### src/rtl/riscv_pkg.sv
// -----------------------------------------------------------------------------
// riscv_pkg
// Shared RV32I decode definitions: base opcodes, funct7 patterns, the ALU
// operation enum, the control bundle struct and the immediate-format selector,
// plus the funct3 -> ALU operation helpers used by the decoder.
//
// Configuration macro: DECODE_MEXT_EN
//   defined   -> the ALU enum widens to 5 bits and gains the eight M-extension
//                operations (MUL..REMU); funct7=0000001 on R-type is legal.
//   undefined -> 4-bit ALU enum, base RV32I operations only.
// -----------------------------------------------------------------------------
package riscv_pkg;

  // Base RV32I opcodes (instr[6:0])
  localparam logic [6:0] OP_R_TYPE = 7'b0110011;
  localparam logic [6:0] OP_IMM    = 7'b0010011;
  localparam logic [6:0] OP_LOAD   = 7'b0000011;
  localparam logic [6:0] OP_STORE  = 7'b0100011;
  localparam logic [6:0] OP_BRANCH = 7'b1100011;
  localparam logic [6:0] OP_LUI    = 7'b0110111;
  localparam logic [6:0] OP_AUIPC  = 7'b0010111;
  localparam logic [6:0] OP_JAL    = 7'b1101111;
  localparam logic [6:0] OP_JALR   = 7'b1100111;

  // R-type funct7 patterns
  localparam logic [6:0] F7_BASE = 7'b0000000;
  localparam logic [6:0] F7_ALT  = 7'b0100000;
`ifdef DECODE_MEXT_EN
  localparam logic [6:0] F7_MEXT = 7'b0000001;
  localparam int ALU_OP_W = 5;
`else
  localparam int ALU_OP_W = 4;
`endif

  typedef enum logic [ALU_OP_W-1:0] {
    ALU_ADD    = 0,
    ALU_SUB    = 1,
    ALU_SLL    = 2,
    ALU_SLT    = 3,
    ALU_SLTU   = 4,
    ALU_XOR    = 5,
    ALU_SRL    = 6,
    ALU_SRA    = 7,
    ALU_OR     = 8,
    ALU_AND    = 9
`ifdef DECODE_MEXT_EN
    ,
    ALU_MUL    = 16,
    ALU_MULH   = 17,
    ALU_MULHSU = 18,
    ALU_MULHU  = 19,
    ALU_DIV    = 20,
    ALU_DIVU   = 21,
    ALU_REM    = 22,
    ALU_REMU   = 23
`endif
  } alu_op_e;

  typedef enum logic [2:0] {
    IMM_NONE = 3'd0,
    IMM_I    = 3'd1,
    IMM_S    = 3'd2,
    IMM_B    = 3'd3,
    IMM_U    = 3'd4,
    IMM_J    = 3'd5
  } imm_sel_e;

  typedef struct packed {
    logic    reg_write;
    logic    mem_req;
    logic    mem_write;
    logic    branch;
    logic    jump;
    logic    illegal;
    alu_op_e alu_ctrl;
  } ctrl_t;

  // Base ALU selection shared by R-type and OP_IMM; 'alt' is funct7[5]
  // already qualified by the caller (OP_IMM only passes it for SRAI).
  function automatic alu_op_e alu_base(input logic [2:0] funct3, input logic alt);
    alu_op_e op;
    op = ALU_ADD;
    case (funct3)
      3'b000:  op = alt ? ALU_SUB : ALU_ADD;
      3'b001:  op = ALU_SLL;
      3'b010:  op = ALU_SLT;
      3'b011:  op = ALU_SLTU;
      3'b100:  op = ALU_XOR;
      3'b101:  op = alt ? ALU_SRA : ALU_SRL;
      3'b110:  op = ALU_OR;
      default: op = ALU_AND;
    endcase
    return op;
  endfunction

`ifdef DECODE_MEXT_EN
  function automatic alu_op_e alu_mext(input logic [2:0] funct3);
    alu_op_e op;
    op = ALU_MUL;
    case (funct3)
      3'b000:  op = ALU_MUL;
      3'b001:  op = ALU_MULH;
      3'b010:  op = ALU_MULHSU;
      3'b011:  op = ALU_MULHU;
      3'b100:  op = ALU_DIV;
      3'b101:  op = ALU_DIVU;
      3'b110:  op = ALU_REM;
      default: op = ALU_REMU;
    endcase
    return op;
  endfunction
`endif

endpackage

### src/rtl/decode_ctrl.sv
// -----------------------------------------------------------------------------
// decode_ctrl
// Purely combinational RV32I instruction decoder.
//
// Ports:
//   i_instr     in  32    instruction word
//   o_ctrl      out       control bundle (flags + ALU operation)
//   o_imm       out XLEN  sign-extended immediate (0 for formats without one)
//   o_uses_rs1  out 1     instruction reads rs1
//   o_uses_rs2  out 1     instruction reads rs2
//
// Configuration macro: DECODE_MEXT_EN enables R-type funct7=0000001 (M ops);
// without it that encoding is flagged illegal.
// -----------------------------------------------------------------------------
module decode_ctrl
  import riscv_pkg::*;
#(
  parameter int XLEN = 32
) (
  input  logic [31:0]     i_instr,
  output ctrl_t           o_ctrl,
  output logic [XLEN-1:0] o_imm,
  output logic            o_uses_rs1,
  output logic            o_uses_rs2
);

  logic [6:0] w_opcode;
  logic [2:0] w_funct3;
  logic [6:0] w_funct7;
  logic       w_r_legal_base;

  ctrl_t      w_ctrl;
  imm_sel_e   w_imm_sel;
  logic       w_uses_rs1;
  logic       w_uses_rs2;

  // Raw immediate fields, declared signed so a size cast sign-extends them.
  logic signed [11:0] w_imm_i;
  logic signed [11:0] w_imm_s;
  logic signed [12:0] w_imm_b;
  logic signed [31:0] w_imm_u;
  logic signed [20:0] w_imm_j;

  assign w_opcode = i_instr[6:0];
  assign w_funct3 = i_instr[14:12];
  assign w_funct7 = i_instr[31:25];

  // funct7=0100000 is only defined for SUB (000) and SRA (101).
  assign w_r_legal_base = (w_funct7 == F7_BASE) ||
                          ((w_funct7 == F7_ALT) &&
                           ((w_funct3 == 3'b000) || (w_funct3 == 3'b101)));

  always_comb begin
    w_ctrl          = '0;
    w_ctrl.alu_ctrl = ALU_ADD;
    w_imm_sel       = IMM_NONE;
    w_uses_rs1      = 1'b0;
    w_uses_rs2      = 1'b0;
    case (w_opcode)
      OP_R_TYPE: begin
        if (w_r_legal_base) begin
          w_ctrl.reg_write = 1'b1;
          w_ctrl.alu_ctrl  = alu_base(w_funct3, w_funct7[5]);
          w_uses_rs1       = 1'b1;
          w_uses_rs2       = 1'b1;
        end
`ifdef DECODE_MEXT_EN
        else if (w_funct7 == F7_MEXT) begin
          w_ctrl.reg_write = 1'b1;
          w_ctrl.alu_ctrl  = alu_mext(w_funct3);
          w_uses_rs1       = 1'b1;
          w_uses_rs2       = 1'b1;
        end
`endif
        else begin
          w_ctrl.illegal = 1'b1;
        end
      end
      OP_IMM: begin
        w_ctrl.reg_write = 1'b1;
        // funct7[5] is part of the immediate except for the SRAI shift.
        w_ctrl.alu_ctrl  = alu_base(w_funct3, (w_funct3 == 3'b101) && w_funct7[5]);
        w_imm_sel        = IMM_I;
        w_uses_rs1       = 1'b1;
      end
      OP_LOAD: begin
        w_ctrl.reg_write = 1'b1;
        w_ctrl.mem_req   = 1'b1;
        w_imm_sel        = IMM_I;
        w_uses_rs1       = 1'b1;
      end
      OP_STORE: begin
        w_ctrl.mem_req   = 1'b1;
        w_ctrl.mem_write = 1'b1;
        w_imm_sel        = IMM_S;
        w_uses_rs1       = 1'b1;
        w_uses_rs2       = 1'b1;
      end
      OP_BRANCH: begin
        w_ctrl.branch   = 1'b1;
        w_ctrl.alu_ctrl = ALU_SUB;
        w_imm_sel       = IMM_B;
        w_uses_rs1      = 1'b1;
        w_uses_rs2      = 1'b1;
      end
      OP_LUI, OP_AUIPC: begin
        w_ctrl.reg_write = 1'b1;
        w_imm_sel        = IMM_U;
      end
      OP_JAL: begin
        w_ctrl.jump      = 1'b1;
        w_ctrl.reg_write = 1'b1;
        w_imm_sel        = IMM_J;
      end
      OP_JALR: begin
        w_ctrl.jump      = 1'b1;
        w_ctrl.reg_write = 1'b1;
        w_imm_sel        = IMM_I;
        w_uses_rs1       = 1'b1;
      end
      default: begin
        w_ctrl.illegal = 1'b1;
      end
    endcase
  end

  assign w_imm_i = i_instr[31:20];
  assign w_imm_s = {i_instr[31:25], i_instr[11:7]};
  assign w_imm_b = {i_instr[31], i_instr[7], i_instr[30:25], i_instr[11:8], 1'b0};
  assign w_imm_u = {i_instr[31:12], 12'b0};
  assign w_imm_j = {i_instr[31], i_instr[19:12], i_instr[20], i_instr[30:21], 1'b0};

  always_comb begin
    o_imm = '0;
    case (w_imm_sel)
      IMM_I:   o_imm = XLEN'(w_imm_i);
      IMM_S:   o_imm = XLEN'(w_imm_s);
      IMM_B:   o_imm = XLEN'(w_imm_b);
      IMM_U:   o_imm = XLEN'(w_imm_u);
      IMM_J:   o_imm = XLEN'(w_imm_j);
      default: o_imm = '0;
    endcase
  end

  assign o_ctrl     = w_ctrl;
  assign o_uses_rs1 = w_uses_rs1;
  assign o_uses_rs2 = w_uses_rs2;

endmodule

### src/rtl/decode_stage.sv
// -----------------------------------------------------------------------------
// decode_stage
// Registered, handshaked RV32I decode stage between fetch and execute. Holds
// the output pipeline register, the valid/ready handshake and a scoreboard of
// registers with loads in flight; instructions that read such a register are
// stalled until the load writes back.
//
// Handshake: a transfer happens on a clk edge where valid && ready. The
// producer keeps valid and data stable until ready; ready never depends on
// valid. in_ready = (!out_valid | out_ready) & !hazard & !flush, and while
// out_valid && !out_ready every out_* field holds.
//
// Ports:
//   clk, rst_n                 clock, synchronous active-low reset
//   in_valid/in_ready          fetch handshake; in_instr, in_pc payload
//   out_valid/out_ready        execute handshake
//   out_pc, out_rs1/rs2/rd     registered PC and register indices
//   out_imm, out_alu_ctrl      sign-extended immediate, ALU operation
//   out_reg_write .. illegal   control flags
//   wb_valid, wb_rd            load writeback clears scoreboard bit wb_rd
//   flush                      squash held bundle, block acceptance
//
// Configuration macro: DECODE_MEXT_EN (M-extension decode, needs ALU_W >= 5).
// -----------------------------------------------------------------------------
module decode_stage
  import riscv_pkg::*;
#(
  parameter  int XLEN  = 32,
  parameter  int NREGS = 32,
  parameter  int ALU_W = 4,
  localparam int RW    = $clog2(NREGS)
) (
  input  logic             clk,
  input  logic             rst_n,
  input  logic             in_valid,
  output logic             in_ready,
  input  logic [31:0]      in_instr,
  input  logic [XLEN-1:0]  in_pc,
  output logic             out_valid,
  input  logic             out_ready,
  output logic [XLEN-1:0]  out_pc,
  output logic [RW-1:0]    out_rs1,
  output logic [RW-1:0]    out_rs2,
  output logic [RW-1:0]    out_rd,
  output logic [XLEN-1:0]  out_imm,
  output logic [ALU_W-1:0] out_alu_ctrl,
  output logic             out_reg_write,
  output logic             out_mem_req,
  output logic             out_mem_write,
  output logic             out_branch,
  output logic             out_jump,
  output logic             out_illegal,
  input  logic             wb_valid,
  input  logic [RW-1:0]    wb_rd,
  input  logic             flush
);

  // The ALU enum is 5 bits wide when M ops are compiled in.
  if (ALU_W < ALU_OP_W) begin : g_alu_w_check
    $error("decode_stage: ALU_W is narrower than the ALU operation encoding");
  end

  ctrl_t           w_ctrl;
  logic [XLEN-1:0] w_imm;
  logic            w_uses_rs1;
  logic            w_uses_rs2;
  logic [RW-1:0]   w_rs1;
  logic [RW-1:0]   w_rs2;
  logic [RW-1:0]   w_rd;
  logic            w_hazard;
  logic            w_in_ready;
  logic            w_accept;
  logic            w_is_load;
  logic [NREGS-1:0] w_sb_next;

  logic             r_valid;
  logic [XLEN-1:0]  r_pc;
  logic [RW-1:0]    r_rs1;
  logic [RW-1:0]    r_rs2;
  logic [RW-1:0]    r_rd;
  logic [XLEN-1:0]  r_imm;
  ctrl_t            r_ctrl;
  logic [NREGS-1:0] r_sb;

  decode_ctrl #(
    .XLEN(XLEN)
  ) u_decode_ctrl (
    .i_instr    (in_instr),
    .o_ctrl     (w_ctrl),
    .o_imm      (w_imm),
    .o_uses_rs1 (w_uses_rs1),
    .o_uses_rs2 (w_uses_rs2)
  );

  assign w_rs1 = RW'(in_instr[19:15]);
  assign w_rs2 = RW'(in_instr[24:20]);
  assign w_rd  = RW'(in_instr[11:7]);

  // Scoreboard is read with its registered value: a writeback in this cycle
  // only unblocks the dependent instruction on the next cycle.
  assign w_hazard = (w_uses_rs1 && (w_rs1 != '0) && r_sb[w_rs1]) ||
                    (w_uses_rs2 && (w_rs2 != '0) && r_sb[w_rs2]);

  assign w_in_ready = (!r_valid || out_ready) && !w_hazard && !flush;
  assign w_accept   = in_valid && w_in_ready;

  // Illegal instructions carry no flags, so they never look like a load.
  assign w_is_load = w_ctrl.mem_req && !w_ctrl.mem_write;

  always_comb begin
    w_sb_next = r_sb;
    if (wb_valid) begin
      w_sb_next[wb_rd] = 1'b0;
    end
    // Applied after the clear so a same-index set wins.
    if (w_accept && w_is_load && (w_rd != '0)) begin
      w_sb_next[w_rd] = 1'b1;
    end
    w_sb_next[0] = 1'b0;
  end

  always_ff @(posedge clk) begin
    if (!rst_n) begin
      r_valid <= 1'b0;
      r_pc    <= '0;
      r_rs1   <= '0;
      r_rs2   <= '0;
      r_rd    <= '0;
      r_imm   <= '0;
      r_ctrl  <= '0;
      r_sb    <= '0;
    end else begin
      r_sb <= w_sb_next;
      if (w_accept) begin
        r_valid <= 1'b1;
        r_pc    <= in_pc;
        r_rs1   <= w_rs1;
        r_rs2   <= w_rs2;
        r_rd    <= w_rd;
        r_imm   <= w_imm;
        r_ctrl  <= w_ctrl;
      end else if (flush || out_ready) begin
        r_valid <= 1'b0;
      end
    end
  end

  assign in_ready      = w_in_ready;
  assign out_valid     = r_valid;
  assign out_pc        = r_pc;
  assign out_rs1       = r_rs1;
  assign out_rs2       = r_rs2;
  assign out_rd        = r_rd;
  assign out_imm       = r_imm;
  assign out_alu_ctrl  = ALU_W'(r_ctrl.alu_ctrl);
  assign out_reg_write = r_ctrl.reg_write;
  assign out_mem_req   = r_ctrl.mem_req;
  assign out_mem_write = r_ctrl.mem_write;
  assign out_branch    = r_ctrl.branch;
  assign out_jump      = r_ctrl.jump;
  assign out_illegal   = r_ctrl.illegal;

endmodule

### config.mk
export PLATFORM = sky130hd
export DESIGN_NAME = decode_stage
export DESIGN_NICKNAME = d
export VERILOG_FILES = /design/src/rtl/riscv_pkg.sv /design/src/rtl/decode_ctrl.sv /design/src/rtl/decode_stage.sv
export SDC_FILE = /design/constraint.sdc
export NUM_CORES = 1
export LEC_CHECK = 0
export CORE_MARGIN = 10
export CORE_UTILIZATION = 40
export CTS_CLUSTER_DIAMETER = 40
export DETAILED_ROUTE_END_ITERATION = 8
export PLACE_DENSITY = 0.74
export SKIP_LAST_GASP = 1
export SLEW_MARGIN = 5
export SYNTH_ARGS = -nofsm -noshare
export SYNTH_HDL_FRONTEND = slang
export SYNTH_SLANG_ARGS = --single-unit
### constraint.sdc
create_clock -name clk -period 2.47 [get_ports clk]
set_input_delay 0.247 -clock clk [delete_from_list [all_inputs] [get_ports clk]]
set_output_delay 0.247 -clock clk [all_outputs]
set_load 0.05 [all_outputs]
# Yosys cells after proc, flatten, opt, wreduce, memory -nomap -nowiden
# Cells that the tools add are included.
[classes]
n_lt_le_gt_ge = 6
n_mux = 32
reduce_logical = 37
eq_ne = 21
n_bitwise = 3
[op_table]
columns = ["op", "n"]
rows = [
  ["$pmux 32 s5", 1],
  ["$mux 32", 2],
  ["$pmux 4 s7", 2],
  ["$and 32x32->32", 1],
  ["$not 32->32", 1],
  ["$or 32x32->32", 1],
  ["$eq 7x6->1 const B", 4],
  ["$lt 5x6->1 const B", 4],
  ["$eq 7x7->1 const B", 3],
  ["$mux 1", 16],
  ["$eq 3x3->1 const B", 5],
  ["$pmux 3 s5", 1],
  ["$reduce_bool 5->1", 3],
  ["$eq 7x5->1 const B", 2],
  ["$logic_and 1x1->1", 14],
  ["$eq 3x2->1 const B", 4],
  ["$pmux 4 s3", 1],
  ["$bmux 1 s5", 2],
  ["$demux 1 s5", 2],
  ["$ge 5x1->1 const B", 2],
  ["$pmux 1 s2", 4],
  ["$reduce_or 2->1", 4],
  ["$reduce_or 8->1", 1],
  ["$eq 7x2->1 const B", 1],
  ["10 further kinds", 18],
]
[word_totals]
out_inout_bits = 91
word_cells = 114
regBits = 122

# Logic depth before layout (Yosys ltp)
[depth]
ltp_word = 16
mapped_depth = 12

# Cells and area by module
# A second synthesis with hierarchy kept.
[unflattened]
hier_cells = 724
area_unflattened_um2 = 6293.5
[by_module_without_submodules]
columns = ["module", "area_each_um2", "cells_each", "instances"]
rows = [
  ["decode_stage", 5602.9, 629, 1],
  ["decode_ctrl", 690.7, 95, 1],
]

# Worst setup path before layout
# No wires, ideal clock.
[synth_timing]
path_kind = "input port to output port"
startpoint = "input in_instr[17]"
endpoint = "output in_ready"
required_time_ns = 2.223
setup_slack_ns = -0.291
cell_stages = 7
arrival_ns = 2.514
path_cell_list = "buf_6 mux4_2 nor2b_1 or4_1 and4_4 o21ai_0 a21boi_0"
[synth_via]
elab_chain_len = 7
elab_cells_between_ends = 9
classes_between = "2 x mux; 7 x reduce/logical"
[synth_lines]
columns = ["element", "line", "rtl"]
rows = [
  ["from (decl)", "decode_stage.sv:37", "input logic [31:0] in_instr,"],
  ["$bmux 1 s5 or $reduce_bool 5->1 (tied branches)", "decode_stage.sv:101", "assign w_hazard = (w_uses_rs1 && (w_rs1 != '0) && r_sb[w_rs1]) ||"],
  ["$mux 1 (implied by the code) or $logic_and 1x1->1 (tied branches)", "decode_stage.sv:101", ""],
  ["$logic_and 1x1->1 *", "decode_stage.sv:101", ""],
  ["$logic_or 1x1->1 *", "decode_stage.sv:101", ""],
  ["$logic_not 1->1 *", "decode_stage.sv:104", "assign w_in_ready = (!r_valid || out_ready) && !w_hazard && !flush;"],
  ["$logic_and 1x1->1 * (2 in series)", "decode_stage.sv:104", ""],
  ["to (decl)", "decode_stage.sv:36", "output logic in_ready,"],
]
# Mark *: on every way between the ends. The rest lies on a longest branch, timed or not. The select of a mux whose other input is x is not followed.

# Final worst setup path
[layout_timing]
startpoint = "register r_sb[21]"
endpoint = "output in_ready"
[layout_via]
elab_chain_len = 7
elab_cells_between_ends = 10
classes_between = "4 x mux; 6 x reduce/logical"
[layout_lines]
columns = ["element", "line", "rtl"]
rows = [
  ["from (decl)", "decode_stage.sv:83", "logic [NREGS-1:0] r_sb;"],
  ["from (signal assigned)", "decode_stage.sv:133", "r_sb <= w_sb_next;"],
  ["$bmux 1 s5, on equally long branches", "decode_stage.sv:101, decode_stage.sv:102", ""],
  ["$mux 1, on equally long branches", "decode_stage.sv:101, decode_stage.sv:102", ""],
  ["$logic_and 1x1->1, on equally long branches", "decode_stage.sv:101, decode_stage.sv:102", ""],
  ["$logic_or 1x1->1 *", "decode_stage.sv:101", ""],
  ["$logic_not 1->1 *", "decode_stage.sv:104", ""],
  ["$logic_and 1x1->1 * (2 in series)", "decode_stage.sv:104", ""],
]
# Marks and branches as above.

==> qor.yml <==
hpwl_mm: 16.0
layout-drive-gt1-share_pct: 17.9
root_buffer: "clkbuf_16"
ant_nets: 0
p_leak_uw: 0.00325
htree_num_levels: 4
start_util_pct: 41.1
dr.first_iter.drc_count: 490
fin_crit_sh_pct: 98.5
drcViolationCount: 0
die_w_microns: 142
clock_skew_ps: 18.3
worstSetupStartpointType: "flip-flop"
syn_area_sq_mm: 0.00599
rr_startpoint: "r_sb[21]"
hold_start: "in_instr[26]"
io_buffers: 165
synth_cell_types: 58
num_io_pins: 166
grt_pass1_vias: 6318
synth_common_cells: "dfxtp_1 (121), a21oi_1 (77), nand3_1 (69), o21ai_0 (57), nand2_1 (41)"
place_congestion: 0.917
die_h_microns: 142
grt_first_pass_wirelength_mm: 34.3
hold_path_depth: 4
timing.hold.ws_ps: 361
netlist_instances: 698
clockBufferDepth: 2
drtPass1Iterations: 8
r2r_setup_slack_ps: 110
drv_slew: 0
reg2reg_depth: 8
num_rows: 44
numClockSinks: 121
worstPathArrival_ps: 2190
grt-ovfl-total: 0
nNetsFinal: 977
peakVddDrop_uv: 473
syn-num-nets: 773
final.min_clock_period_ps: 2430
synth.avg_cell_area_sq_um: 8.59
synth.most_common_cell: "dfxtp_1"
critical_path_required_ps: 2220
syn2layout_area_growth_pct: 50.5
drv_cap: 0
avgViaCountPerCell: 5.96
die_area_sq_mm: 0.0203
grt_max_degree: 55
r2r-end: "r_sb[10]"
yosysWarningCount: 0
vias: 6548
wire_per_inst_microns: 20.3
finalSetupViolCount: 0
worst_slew_pin_slew_ps: 598
hold_class: "input pin to flip-flop"
slew-limit-headroom_pct: 60.0
diodes: 0
numCtsBuffers: 17
pwr_density_cell_mw_per_mm2: 639
grtUsageTotal_pct: 21.0
synth-main-ff-cell: "dfxtp_1"
netlist.area_leader.share_pct: 40.4
synth_edf_count: 0
synth_area_leader_cell: "dfxtp_1"
fmax_mhz: 411
tns_ps: 0
synth_area_leaders: "dfxtp_1 (40%), a21oi_1 (6.4%), nand3_1 (5.8%)"
endpoint_kind: "output pin"
hold_viol: 0
hold_path_end: "out_imm[6]"
antenna_found_initial: 1
path_clk_slew_ps: 50
worst-path-max-fanout: 3
grt_setup_unrepaired: "true"
crit_type: "flip-flop to output pin"
core_sq_mm: 0.0146
async_flop_share_pct: 0
nFillCells: 1251
wl_mm: 22.3
synth-seq-area-share_pct: 40.4
status: "completed"
insertion_delay_ps: 430
cts_tree: "done"
synth_seq_cells: 121
worst max-delay path, cell delays in order (launching register included):
cell and delay (ps):
dfxtp_1 340, mux4_2 490, mux2i_2 190, o22ai_2 110, a31oi_4 200, nand2_2 100
a21boi_4 170, buf_12 160
cell usage in the layout (no fill, tap or decap), types with 23 or more instances in the layout:
master / count
dfxtp_1: 117
o21ai_0: 54
a211oi_1: 28
buf_4: 72
clkdlybuf4s50_1: 155
nand3_1: 68
nor3_1: 31
nand2_1: 39
nor2_1: 23
o41ai_1: 31
a21oi_1: 77
final cells by class:
| type | instances | area (sq um) | share of cell area, % |
|---|---|---|---|
| timing repair buffer | 257 | 2560 | 28.4 |
| clock inverter | 12 | 104 | 1.15 |
| sequential | 121 | 2430 | 26.9 |
| inverter | 8 | 30.0 | 0.333 |
| multi-input combinational | 497 | 3230 | 35.8 |
| tap | 184 | 230 | 2.55 |
| clock buffer | 19 | 443 | 4.91 |
metrics by stage:
step | setup slack (ps) | util (%) | std cells | power, uW | instance area [sq um]
after detailed placement | -500 | 57.0 | 1062 | 3480 | 8320
after floorplan | 75.0 | - | 698 | 2910 | 5990
final | 35.9 | 61.8 | 1098 | 5760 | 9020
after CTS | 3.81 | 61.1 | 1097 | 5770 | 8910
after global placement | -479 | 57.0 | 1062 | 3470 | 8320
after global routing | -26.4 | 61.8 | 1098 | 5970 | 9020
report_power, final:
group | internal, uW | total, uW | switching [uW]
logic | 535 | 1360 | 830
registers | 2050 | 2100 | 51.4
clock network | 1390 | 2290 | 902
total | 3980 | 5760 | 1780
per-layer routing:
metal | routed length, microns | vias to the layer above | track usage [%]
li1 | - | 3064 | -
met3 | 2070 | 52 | 5.57
met2 | 10600 | 331 | 33.8
met1 | 9090 | 3099 | 25.8
met4 | 591 | 2 | 9.11
met5 | 17 | - | 0
registers in the layout, indices dropped and copies added, names as in the netlist, 4 cells and up:
| register | count |
|---|---|
| out_alu_ctrl | 4 |
| out_imm | 32 |
| out_pc | 32 |
| out_rd | 5 |
| out_rs1 | 5 |
| out_rs2 | 5 |
| r_sb | 31 |
repair_timing:
item	in CTS	in global routing
buffers inserted	5	0
resized for setup	18	20
hold buffers	0	0
setup endpoints to repair	54	111
pin swaps	8	7
gates cloned	0	1
worst max-delay path by stage:
stage | from | end | slack [ps] | cells after the start
after floorplan | in_instr[17] | in_ready | 70 | 7
after global placement | in_instr[18] | r_sb[17] | -480 | 9
after detailed placement | in_instr[21] | r_sb[5] | -500 | 10
after CTS | r_sb[13] | in_ready | 4 | 8
after global routing | r_sb[13] | in_ready | -30 | 7
final | r_sb[21] | in_ready | 40 | 7
cells by family (layout without fill, tap and decap cells):
kind of cell,after synthesis,in the layout,synth area share (%)
compound gates,247,247,26.4
buf+inv,80,296,7.47
mux,31,31,6.68
flops,121,121,40.4
xor+xnor,1,1,0.146
simple gates,218,218,18.8
No activity file was read; power rests on OpenSTA's default activity.
